[src/rtl/qos_pkg.sv]
// qos_pkg: definitions shared by the QoS arbiter and the grant-side responder.
//   NUM_VC      - number of virtual channels
//   vc_e        - VC index encodings VC0..VC3
//   arb_mode_e  - arbiter mode encodings (shared with the arbiter)
//   is_onehot() - true when exactly one bit of a grant vector is set
package qos_pkg;

  localparam int NUM_VC = 4;

  typedef enum logic [1:0] {
    VC0 = 2'd0,
    VC1 = 2'd1,
    VC2 = 2'd2,
    VC3 = 2'd3
  } vc_e;

  typedef enum logic [1:0] {
    RR   = 2'b00,
    OFF  = 2'b01,
    WRR  = 2'b10,
    OFF2 = 2'b11
  } arb_mode_e;

  // v & (v-1) clears the lowest set bit; a one-hot vector becomes zero.
  function automatic logic is_onehot(input logic [NUM_VC-1:0] v);
    return (v != '0) && ((v & (v - NUM_VC'(1))) == '0);
  endfunction

endpackage

[src/rtl/qos_vc_fifo.sv]
// qos_vc_fifo: single virtual-channel FIFO with an occupancy count.
// A push is accepted when the FIFO is not full, or when a pop happens in
// the same cycle (the freed slot is reused). A refused push raises drop.
// Ports:
//   clk, reset_L      clock, async active-low reset
//   push, push_data   write request and data (already qualified by enable/VC)
//   pop               read request (already qualified by grant decode)
//   rd_data           entry at the read pointer (valid while count > 0)
//   count             occupancy 0..DEPTH
//   drop              push refused this cycle (combinational)
module qos_vc_fifo #(
  parameter int DATA_W = 8,
  parameter int DEPTH  = 4,
  localparam int AW    = $clog2(DEPTH),
  localparam int CW    = AW + 1
) (
  input  logic              clk,
  input  logic              reset_L,
  input  logic              push,
  input  logic [DATA_W-1:0] push_data,
  input  logic              pop,
  output logic [DATA_W-1:0] rd_data,
  output logic [CW-1:0]     count,
  output logic              drop
);

  logic [DATA_W-1:0] mem [DEPTH];
  logic [AW-1:0]     wr_ptr;
  logic [AW-1:0]     rd_ptr;
  logic              empty;
  logic              full;
  logic              pop_ok;
  logic              push_ok;

  assign empty   = (count == '0);
  assign full    = (count == CW'(DEPTH));
  assign pop_ok  = pop & ~empty;
  assign push_ok = push & (~full | pop_ok);
  assign drop    = push & ~push_ok;
  assign rd_data = mem[rd_ptr];

  always_ff @(posedge clk or negedge reset_L) begin
    if (!reset_L) begin
      wr_ptr <= '0;
      rd_ptr <= '0;
      count  <= '0;
    end else begin
      if (push_ok) wr_ptr <= wr_ptr + AW'(1);
      if (pop_ok)  rd_ptr <= rd_ptr + AW'(1);
      case ({push_ok, pop_ok})
        2'b10:   count <= count + CW'(1);
        2'b01:   count <= count - CW'(1);
        default: count <= count;
      endcase
    end
  end

  // Storage needs no reset: an entry is only read after it has been written.
  always_ff @(posedge clk) begin
    if (push_ok) mem[wr_ptr] <= push_data;
  end

endmodule

[src/rtl/qos_vc_queue_responder.sv]
// qos_vc_queue_responder: grant-side responder for the QoS arbiter.
// Buffers packets for NUM_VC virtual channels and pops the VC selected by
// the arbiter's one-hot grant onto a registered egress stream (1-cycle
// grant-to-data latency, one pop per cycle).
// Ports:
//   clk, reset_L        clock, async active-low reset
//   enb                 block enable; 0 = no push, no pop
//   push/push_vc/push_data  write request from the classifier
//   grant               one-hot grant from the arbiter
//   pop_data/pop_vc/pop_valid  registered egress; data/vc hold when not valid
//   empty, full         per-VC status, combinational from counts
//   gnt_miss            1-cycle pulse: one-hot grant to an empty VC
//   gnt_err             1-cycle pulse: multi-hot grant
//   ovf                 sticky per-VC overflow (push dropped)
//   almost_full         per-VC count >= AF_TH (only with QOS_RESP_ALMOST_FULL_EN)
// Build option: define QOS_RESP_ALMOST_FULL_EN to add the almost_full port.
module qos_vc_queue_responder
  import qos_pkg::*;
#(
  parameter int DATA_W = 8,
  parameter int DEPTH  = 4,
  parameter int AF_TH  = 3
) (
  input  logic              clk,
  input  logic              reset_L,
  input  logic              enb,
  input  logic              push,
  input  logic [1:0]        push_vc,
  input  logic [DATA_W-1:0] push_data,
  input  logic [NUM_VC-1:0] grant,
  output logic [DATA_W-1:0] pop_data,
  output logic              pop_valid,
  output logic [1:0]        pop_vc,
  output logic [NUM_VC-1:0] empty,
  output logic [NUM_VC-1:0] full,
  output logic              gnt_miss,
  output logic              gnt_err,
  output logic [NUM_VC-1:0] ovf
`ifdef QOS_RESP_ALMOST_FULL_EN
  ,
  output logic [NUM_VC-1:0] almost_full
`endif
);

  localparam int CW = $clog2(DEPTH) + 1;

  logic [DATA_W-1:0] rd_data [NUM_VC];
  logic [CW-1:0]     count   [NUM_VC];
  logic [NUM_VC-1:0] push_sel;
  logic [NUM_VC-1:0] pop_sel;
  logic [NUM_VC-1:0] drop;
  logic [1:0]        gnt_idx;
  logic              gnt_onehot;
  logic              pop_any;
  logic              miss_now;
  logic              err_now;

  assign gnt_onehot = is_onehot(grant);

  always_comb begin
    gnt_idx = VC0;
    for (int i = 0; i < NUM_VC; i++) begin
      if (grant[i]) gnt_idx = 2'(i);
    end
  end

  // Pops only on a clean one-hot grant to a non-empty VC; a push arriving in
  // the same cycle to an empty VC cannot be bypassed, so the grant misses.
  always_comb begin
    for (int i = 0; i < NUM_VC; i++) begin
      pop_sel[i]  = enb & gnt_onehot & grant[i] & ~empty[i];
      push_sel[i] = enb & push & (push_vc == 2'(i));
    end
  end

  assign pop_any  = |pop_sel;
  assign miss_now = enb & gnt_onehot & empty[gnt_idx];
  assign err_now  = enb & (grant != '0) & ~gnt_onehot;

  for (genvar g = 0; g < NUM_VC; g++) begin : g_vc
    qos_vc_fifo #(
      .DATA_W (DATA_W),
      .DEPTH  (DEPTH)
    ) u_fifo (
      .clk       (clk),
      .reset_L   (reset_L),
      .push      (push_sel[g]),
      .push_data (push_data),
      .pop       (pop_sel[g]),
      .rd_data   (rd_data[g]),
      .count     (count[g]),
      .drop      (drop[g])
    );

    assign empty[g] = (count[g] == '0);
    assign full[g]  = (count[g] == CW'(DEPTH));
`ifdef QOS_RESP_ALMOST_FULL_EN
    assign almost_full[g] = (count[g] >= CW'(AF_TH));
`endif
  end

  always_ff @(posedge clk or negedge reset_L) begin
    if (!reset_L) begin
      pop_data  <= '0;
      pop_vc    <= VC0;
      pop_valid <= 1'b0;
      gnt_miss  <= 1'b0;
      gnt_err   <= 1'b0;
      ovf       <= '0;
    end else begin
      pop_valid <= pop_any;
      gnt_miss  <= miss_now;
      gnt_err   <= err_now;
      ovf       <= ovf | drop;
      if (pop_any) begin
        pop_data <= rd_data[gnt_idx];
        pop_vc   <= gnt_idx;
      end
    end
  end

endmodule

[config.mk]
export PLATFORM = sky130hd
export DESIGN_NAME = qos_vc_queue_responder
export DESIGN_NICKNAME = d
export VERILOG_FILES = /design/src/rtl/qos_pkg.sv /design/src/rtl/qos_vc_fifo.sv /design/src/rtl/qos_vc_queue_responder.sv
export SDC_FILE = /design/constraint.sdc
export NUM_CORES = 1
export LEC_CHECK = 0
export CORE_MARGIN = 2
export CORE_UTILIZATION = 35
export DETAILED_ROUTE_END_ITERATION = 8
export GPL_TIMING_DRIVEN = 0
export PLACE_DENSITY = 0.52
export REMOVE_ABC_BUFFERS = 1
export SLEW_MARGIN = 30
export SYNTH_ARGS = -nofsm -noshare
export SYNTH_HDL_FRONTEND = slang
export SYNTH_SLANG_ARGS = --single-unit
export TNS_END_PERCENT = 5
[constraint.sdc]
create_clock -name clk -period 2.2 [get_ports clk]
set_clock_uncertainty 0.2 [all_clocks]
set_input_delay 0.66 -clock clk [delete_from_list [all_inputs] [get_ports clk]]
set_output_delay 0.66 -clock clk [all_outputs]
set_load 0.05 [all_outputs]
# --- Yosys cells after proc, flatten, opt, wreduce, memory -nomap -nowiden ---
# Memory sizes are Yosys's and may differ from the RTL's.
# Cells that the tools add are included.
op_classes:
  n_addsub: 17
  bitwise: 49
  mux: 20
  eq_ne: 15
  order_cmp: 2
  reduce_logical: 13
ops:
  columns: ["operator", "n"]
  rows:
  - ["$and 1x1->1", 29]
  - ["$pmux 3 s2", 4]
  - ["$add 2x1->2 const B", 8]
  - ["$bmux 8 s2", 1]
  - ["$mux 8", 2]
  - ["$not 1->1", 13]
  - ["$add 3x1->3 const B", 4]
  - ["$eq 2x2->1 const B", 6]
  - ["$eq 3x3->1 const B", 4]
  - ["$logic_not 3->1", 4]
  - ["$sub 3x1->3 const B", 4]
  - ["$eq 2x1->1 const B", 5]
  - ["$mux 1", 10]
  - ["$reduce_bool 2->1", 4]
  - ["$and 4x4->4", 1]
  - ["$logic_not 4->1", 1]
  - ["$mux 2", 2]
  - ["$or 1x1->1", 4]
  - ["$or 4x4->4", 1]
  - ["$reduce_bool 4->1", 1]
  - ["$reduce_or 4->1", 1]
  - ["$sub 4x1->4 const B", 1]
  - ["$ge 3x3->1 const B", 1]
  - ["$lt 2x3->1 const B", 1]
  - ["other kinds (4)", 4]
totals:
  output_inout_bits: 25
  memories: 4
  mem_bits_rw: 128
  reg_bits: 45
  elab_cells: 138
  inputBits: 18
memory_table:
  columns: ["memory", "depth", "word_bits", "read_ports", "rd_ports_with_merged_regs", "wr", "line_no", "rtl"]
  rows:
  - ["g_vc[0].u_fifo.mem", 4, 8, 1, 0, 1, "qos_vc_fifo.sv:27", "logic [DATA_W-1:0] mem [DEPTH];"]
  - ["g_vc[1].u_fifo.mem", 4, 8, 1, 0, 1, "qos_vc_fifo.sv:27", null]
  - ["g_vc[2].u_fifo.mem", 4, 8, 1, 0, 1, "qos_vc_fifo.sv:27", null]
  - ["g_vc[3].u_fifo.mem", 4, 8, 1, 0, 1, "qos_vc_fifo.sv:27", null]

# --- Logic depth before layout (Yosys ltp) ---
depth:
  word_depth: 13
  ltp_mapped: 13
  mapped_depth_nobuf: 11

# --- Cells and area by module ---
# A second synthesis with hierarchy kept.
hier_totals:
  cells_unflattened: 469
  area_unflattened_um2: 7771.2
by_module_without_submodules:
  columns: ["module", "cells_per_inst", "area_per_inst_um2", "instances", "seq_area_each_um2"]
  rows:
  - ["qos_vc_fifo (g_vc[0].u_fifo ...)", 92, 1677.9, 3, 1136.1]
  - ["qos_vc_fifo (g_vc[1].u_fifo)", 79, 1586.5, 1, 1136.1]
  - ["qos_vc_queue_responder", 114, 1151.1, 1, 425.4]

# --- Worst setup path after synthesis ---
# OpenSTA, ideal clock, no wires.
synth_timing:
  path_type: "input-to-reg"
  start: "input port grant[1]"
  end: "register g_vc[1].u_fifo.count[2]"
  setup_slack_ps: -589
  required_ps: 1921
  n_path_buf: 1
  t_arrival_ps: 2510
  setup_ps: 79
  stages: 11
  cell_sequence: "buf_2 > o21ai_0 > o2111a_1 > nor2_1 > nor2_1 > ha_1 > inv_1 > fa_1 > xor2_1 > nor2_1 > xor2_1"
synth_via:
  elab_chain_len: 12
  elab_cells_between_ends: 15
  cone_classes: "add/sub: 1; eq/ne: 2; mux: 1; bitwise: 7; reduce/logical: 4"
synth_lines:
  columns: ["item", "line_no", "rtl"]
  rows:
  - ["start, declared", "qos_vc_queue_responder.sv:30", "input logic [NUM_VC-1:0] grant,"]
  - ["$sub 4x1->4", "qos_pkg.sv:26", "return (v != '0) && ((v & (v - NUM_VC'(1))) == '0);"]
  - ["$and 4x4->4", "qos_pkg.sv:26", null]
  - ["$logic_not 4->1", "qos_pkg.sv:26", null]
  - ["$logic_and 1x1->1", "qos_pkg.sv:26", null]
  - ["$and 1x1->1", "qos_vc_queue_responder.sv:71", "pop_sel[i] = enb & gnt_onehot & grant[i] & ~empty[i];"]
  - ["$and 1x1->1 (*) (2 in a row)", "qos_vc_queue_responder.sv:71", null]
  - ["$and 1x1->1 (*)", "qos_vc_fifo.sv:37", "assign pop_ok = pop & ~empty;"]
  - ["net g_vc[1].u_fifo.pop_ok", "qos_vc_fifo.sv:32", "logic pop_ok;"]
  - ["$or 1x1->1", "qos_vc_fifo.sv:38", "assign push_ok = push & (~full | pop_ok);"]
  - ["$and 1x1->1", "qos_vc_fifo.sv:38", null]
  - ["$eq 2x1->1 / $eq 2x2->1 (equally long branches)", "qos_vc_fifo.sv:50", "case ({push_ok, pop_ok})"]
  - ["$pmux 3 s2 / $reduce_bool 2->1 (equally long branches)", null, null]
  - ["end signal, assigned", "qos_vc_fifo.sv:51", "2'b10: count <= count + CW'(1);"]
  - ["end signal, assigned", "qos_vc_fifo.sv:52", "2'b01: count <= count - CW'(1);"]
  - ["end signal, assigned", "qos_vc_fifo.sv:53", "default: count <= count;"]
  - ["end, declared", "qos_vc_fifo.sv:23", "output logic [CW-1:0] count,"]
# Mark *: on every way through the listed nets, which the timed path passes. The rest lies on a longest branch.
# A chain may end at the register's enable or synchronous reset.

# --- Worst setup path after layout ---
layout_timing:
  start: "register g_vc[3].u_fifo.count[1]"
  end: "output port full[3]"
layout_via:
  elab_chain_len: 1
layout_lines:
  columns: ["item", "line_no", "rtl"]
  rows:
  - ["start, declared", "qos_vc_fifo.sv:23", null]
  - ["start signal, assigned", "qos_vc_fifo.sv:51", null]
  - ["start signal, assigned", "qos_vc_fifo.sv:52", null]
  - ["start signal, assigned", "qos_vc_fifo.sv:53", null]
  - ["$eq 3x3->1", "qos_vc_queue_responder.sv:96", "assign full[g] = (count[g] == CW'(DEPTH));"]
  - ["end, declared", "qos_vc_queue_responder.sv:35", "output logic [NUM_VC-1:0] full,"]
# Every way passes these cells.

==> flow_results.xml <==
<?xml version="1.0" encoding="UTF-8"?>
<metrics>
  <group name="outcome">
    <metric name="status" unit="">finished with violations</metric>
    <metric name="violations" unit="">negative setup slack</metric>
  </group>
  <group name="critical_path">
    <metric name="timing.critical_path.cells" unit="">buf_4, inv_1, and3_2, buf_6</metric>
    <metric name="end_kind" unit="">output port</metric>
    <metric name="timing.critical_path.slowest_stage_cell" unit="">dfrtp_1</metric>
    <metric name="timing.critical_path.buf_inv" unit="">3</metric>
    <metric name="worstSetupStartpointType" unit="">flip-flop</metric>
    <metric name="largest_stage_delay_on_the_critical_path" unit="ns">0.42</metric>
    <metric name="worst_ep_required_time" unit="ns">1.34</metric>
    <metric name="critical_path.max_fanout" unit="">5</metric>
    <metric name="cp_data_arrival_time" unit="ns">1.50</metric>
    <metric name="family_with_the_most_delay_on_the_worst_path" unit="">flip-flops</metric>
    <metric name="worstSetupPathType" unit="">reg2out</metric>
  </group>
  <group name="detailed_routing">
    <metric name="drcViolationCount" unit="">0</metric>
    <metric name="route.final.wire_length" unit="microns">16400</metric>
    <metric name="drt-initial-drc-count" unit="">290</metric>
    <metric name="ant_nets" unit="">0</metric>
    <metric name="post_drt_via_cell_ratio" unit="">4.90</metric>
    <metric name="routedWlPerCell" unit="microns">19.5</metric>
    <metric name="routed-via-count" unit="">4126</metric>
    <metric name="drt_pass1_iterations" unit="">5</metric>
  </group>
  <group name="finish">
    <metric name="layout-drive-gt1-share" unit="">0.353</metric>
    <metric name="final_nets" unit="">595</metric>
    <metric name="area.sequential" unit="sq um">4990</metric>
    <metric name="multi_input_area" unit="sq um">2560</metric>
    <metric name="areaGrowthSynthToFinish" unit="%">23.4</metric>
    <metric name="fillCellCount" unit="">1860</metric>
    <metric name="antenna_cells" unit="">0</metric>
  </group>
  <group name="min_path">
    <metric name="min_path_type" unit="">in2async</metric>
  </group>
  <group name="yosys">
    <metric name="yosys_register_bits" unit="">173</metric>
    <metric name="syn-cell-area" unit="sq um">7560</metric>
    <metric name="yosysTopAreaCell" unit="">edfxtp_1</metric>
    <metric name="synth_enable_flop_cells" unit="">128</metric>
    <metric name="synthesis.area_per_instance" unit="sq um">15.4</metric>
    <metric name="synthesis.yosys.warnings" unit="">0</metric>
    <metric name="synth.cells.most_frequent" unit="">128 x edfxtp_1, 45 x dfrtp_1, 26 x inv_1, 26 x nand2_1, 25 x nor2_1</metric>
    <metric name="leading_cell_type_by_number_of_instances_after_synthesis" unit="">edfxtp_1</metric>
    <metric name="synthDistinctLibCells" unit="">58</metric>
    <metric name="syn-instance-count" unit="">491</metric>
    <metric name="ys_seq_area_frac" unit="">0.657</metric>
    <metric name="synth-main-ff-cell" unit="">edfxtp_1</metric>
    <metric name="yosysTopAreaCellShare" unit="">0.508</metric>
    <metric name="synth_async_sr_flop_share" unit="">0.260</metric>
    <metric name="synth.area.top_cells" unit="">edfxtp_1 51%, dfrtp_1 15%, mux4_2 5.7%</metric>
  </group>
  <group name="sta">
    <metric name="min_period" unit="ns">2.36</metric>
    <metric name="whs" unit="ns">0.0413</metric>
    <metric name="finalHoldViolations" unit="">0</metric>
    <metric name="drv_slew" unit="">0</metric>
    <metric name="final-setup-viol-count" unit="">10</metric>
    <metric name="max_slew_headroom" unit="">0.542</metric>
    <metric name="rsz_0062_raised_after_global_routing" unit="">yes</metric>
    <metric name="layout_setup_ws" unit="ns">-0.155</metric>
    <metric name="final.period_utilization" unit="">1.07</metric>
    <metric name="max_clock_freq" unit="MHz">425</metric>
    <metric name="tightest_slew" unit="ns">0.684</metric>
  </group>
  <group name="cts">
    <metric name="cts_root_buffer" unit="">clkbuf_16</metric>
    <metric name="clk_pin_slew" unit="ns">0.06</metric>
    <metric name="cts-root-to-sink-buffers" unit="">2</metric>
    <metric name="cts_hold_buffers" unit="">0</metric>
    <metric name="cts_tree" unit="">built</metric>
    <metric name="cts_htree_levels" unit="">4</metric>
    <metric name="cts_made_buffers" unit="">17</metric>
    <metric name="clock_insertion_delay_worst_skew" unit="ns">0.42</metric>
    <metric name="clkSinkCount" unit="">173</metric>
  </group>
  <group name="global_route">
    <metric name="first_global_vias" unit="">4189</metric>
    <metric name="grt_antenna_before_repair" unit="">0</metric>
    <metric name="first_pass_grt_wire_length" unit="microns">24500</metric>
    <metric name="global_route_usage_sum" unit="">0.149</metric>
    <metric name="grt-ovfl-total" unit="">0</metric>
    <metric name="maximum_number_of_pins_on_one_net_before_global_route_repair" unit="">46</metric>
  </group>
  <group name="placement">
    <metric name="numPortBuffers" unit="">42</metric>
    <metric name="gp_congestion" unit="">0.727</metric>
    <metric name="place_worst_setup_slack" unit="ns">-1.81</metric>
    <metric name="dpl.hpwl" unit="microns">10900</metric>
  </group>
  <group name="run">
    <metric name="drv_cap" unit="">0</metric>
  </group>
  <group name="floorplan">
    <metric name="initial_core_util" unit="">0.359</metric>
    <metric name="die_y" unit="microns">151</metric>
    <metric name="placement_rows" unit="">53</metric>
    <metric name="die-area" unit="sq um">22800</metric>
    <metric name="core" unit="sq um">21100</metric>
    <metric name="boundaryPins" unit="">43</metric>
    <metric name="dieWidth" unit="microns">151</metric>
  </group>
  <group name="power">
    <metric name="vdd.ir_drop.worst" unit="mV">0.656</metric>
    <metric name="power_density" unit="nW/um^2">1160</metric>
    <metric name="leakage" unit="nW">3.39</metric>
  </group>
</metrics>
-- registers in the layout, summed over array words and instances, names as in the netlist --
| signal | cells |
|---|---|
| g_vc.u_fifo.count | 12 |
| g_vc.u_fifo.mem | 128 |
| ovf | 4 |
| gnt_err | 1 |
| pop_data | 8 |
| g_vc.u_fifo.wr_ptr | 8 |
| g_vc.u_fifo.rd_ptr | 8 |
| pop_vc | 2 |
| gnt_miss | 1 |
| pop_valid | 1 |
-- final timing paths --
path / from / endpoint / slack, ns / cells after the start
worst min-delay path: reset_L / ovf[1]$_DFF_PN0_ / 0.04 / 1
worst max-delay path: g_vc[3].u_fifo.count[1]$_DFFE_PN0P_ / full[3] / -0.16 / 4
min in group clk: ovf[0]$_DFF_PN0_ / ovf[0]$_DFF_PN0_ / 0.27 / 2
worst min register to register: ovf[0]$_DFF_PN0_ / ovf[0]$_DFF_PN0_ / 0.27 / 2
worst max register to register: g_vc[3].u_fifo.count[2]$_DFFE_PN0P_ / g_vc[3].u_fifo.count[1]$_DFFE_PN0P_ / -0.14 / 6
max in group asynchronous: reset_L / g_vc[2].u_fifo.rd_ptr[0]$_DFFE_PN0P_ / 1.25 / 1
-- where the power goes --
group | internal [mW] | total, mW | switching [mW]
logic | 1.48 | 3.22 | 1.75
clock network | 1.69 | 2.98 | 1.29
registers | 3.96 | 4.62 | 0.658
total | 7.13 | 10.8 | 3.69
-- metal layers --
layer / up-vias / wire length [microns] / track usage
met4: 0 / 176 / 0.0495
met1: 2129 / 7580 / 0.202
met3: 11 / 310 / 0.0325
li1: 1938 / - / -
met5: - / 0 / 0
met2: 48 / 8340 / 0.240
-- cells by family (layout without fill, tap and decap cells) --
group | Yosys count | after routing | synth area share
xor gates and xnor gates | 25 | 25 | 0.0290
AOI/OAI and AO/OA | 61 | 61 | 0.0606
muxes | 50 | 50 | 0.101
and+or+nand+nor | 103 | 103 | 0.0735
DFF | 173 | 173 | 0.657
adders and majority gates | 23 | 23 | 0.0420
buffers and inverters | 56 | 132 | 0.0364
-- metrics by stage --
stage | instance area (sq um) | total power, mW | util | cells | setup TNS [ns]
2_1_floorplan | 7390 | 6.49 | - | 463 | -9.41
3_3_place_gp | 8160 | 7.43 | 0.387 | 780 | -339.61
3_5_place_dp | 8150 | 7.52 | 0.386 | 780 | -237.43
4_1_cts | 8990 | 10.6 | 0.426 | 823 | -1.28
5_1_grt | 9330 | 11.4 | 0.443 | 842 | -2.00
6_report | 9330 | 10.8 | 0.443 | 842 | -0.792
-- worst register-to-register path: stages, from the launching register on --
cell and delay, ns:
dfrtp_2 0.42, or3_4 0.44, and4_4 0.24, nand2_1 0.09, fa_1 0.47, a2111oi_4 0.23, a2bb2oi_1 0.18
-- cell type report --
| cell class | count | area share |
|---|---|---|
| flip-flops and latches | 173 | 0.534 |
| multi-input cells | 262 | 0.275 |
| repair buffers | 72 | 0.0786 |
| well taps | 275 | 0.0369 |
| inverters | 28 | 0.0123 |
| clock buffers | 18 | 0.0460 |
| clock inverters | 14 | 0.0173 |
-- layout by cell type, fill, tap and decap left out, types with 4 or more instances in the layout --
cell               n
o21ai_1            6
nor2_4             5
inv_2             11
a22o_1             5
o221ai_1           5
clkdlybuf4s50_1    8
nand2_1           25
xor2_1            12
nand2b_1           6
and2_2            16
buf_4             27
clkbuf_2           4
clkinvlp_4         5
nor2_1            20
dfrtp_2           10
clkinv_4           4
a21oi_1            4
xnor2_1           13
clkdlybuf4s15_1    9
inv_1             14
dlygate4sd2_1      4
dfrtp_1           34
mux2_1             4
buf_8              4
and3_4             4
o41ai_1            4
buf_12             4
nand3_1            5
o21ai_0           11
mux2i_1            9
clkbuf_16         18
buf_6              7
ha_1              16
mux2_2            18
mux4_2            19
edfxtp_1         128
-- timing repair --
item | 4_1_cts | 5_1_grt
buffers inserted | 11 | 18
cloned | 0 | 1
endpoints found under the setup margin | 195 | 98
pin swaps | 10 | 22
resized for setup | 176 | 71
endpoints found under the hold margin | 0 | 0
Note: power is estimated with default switching activity, not from simulation.
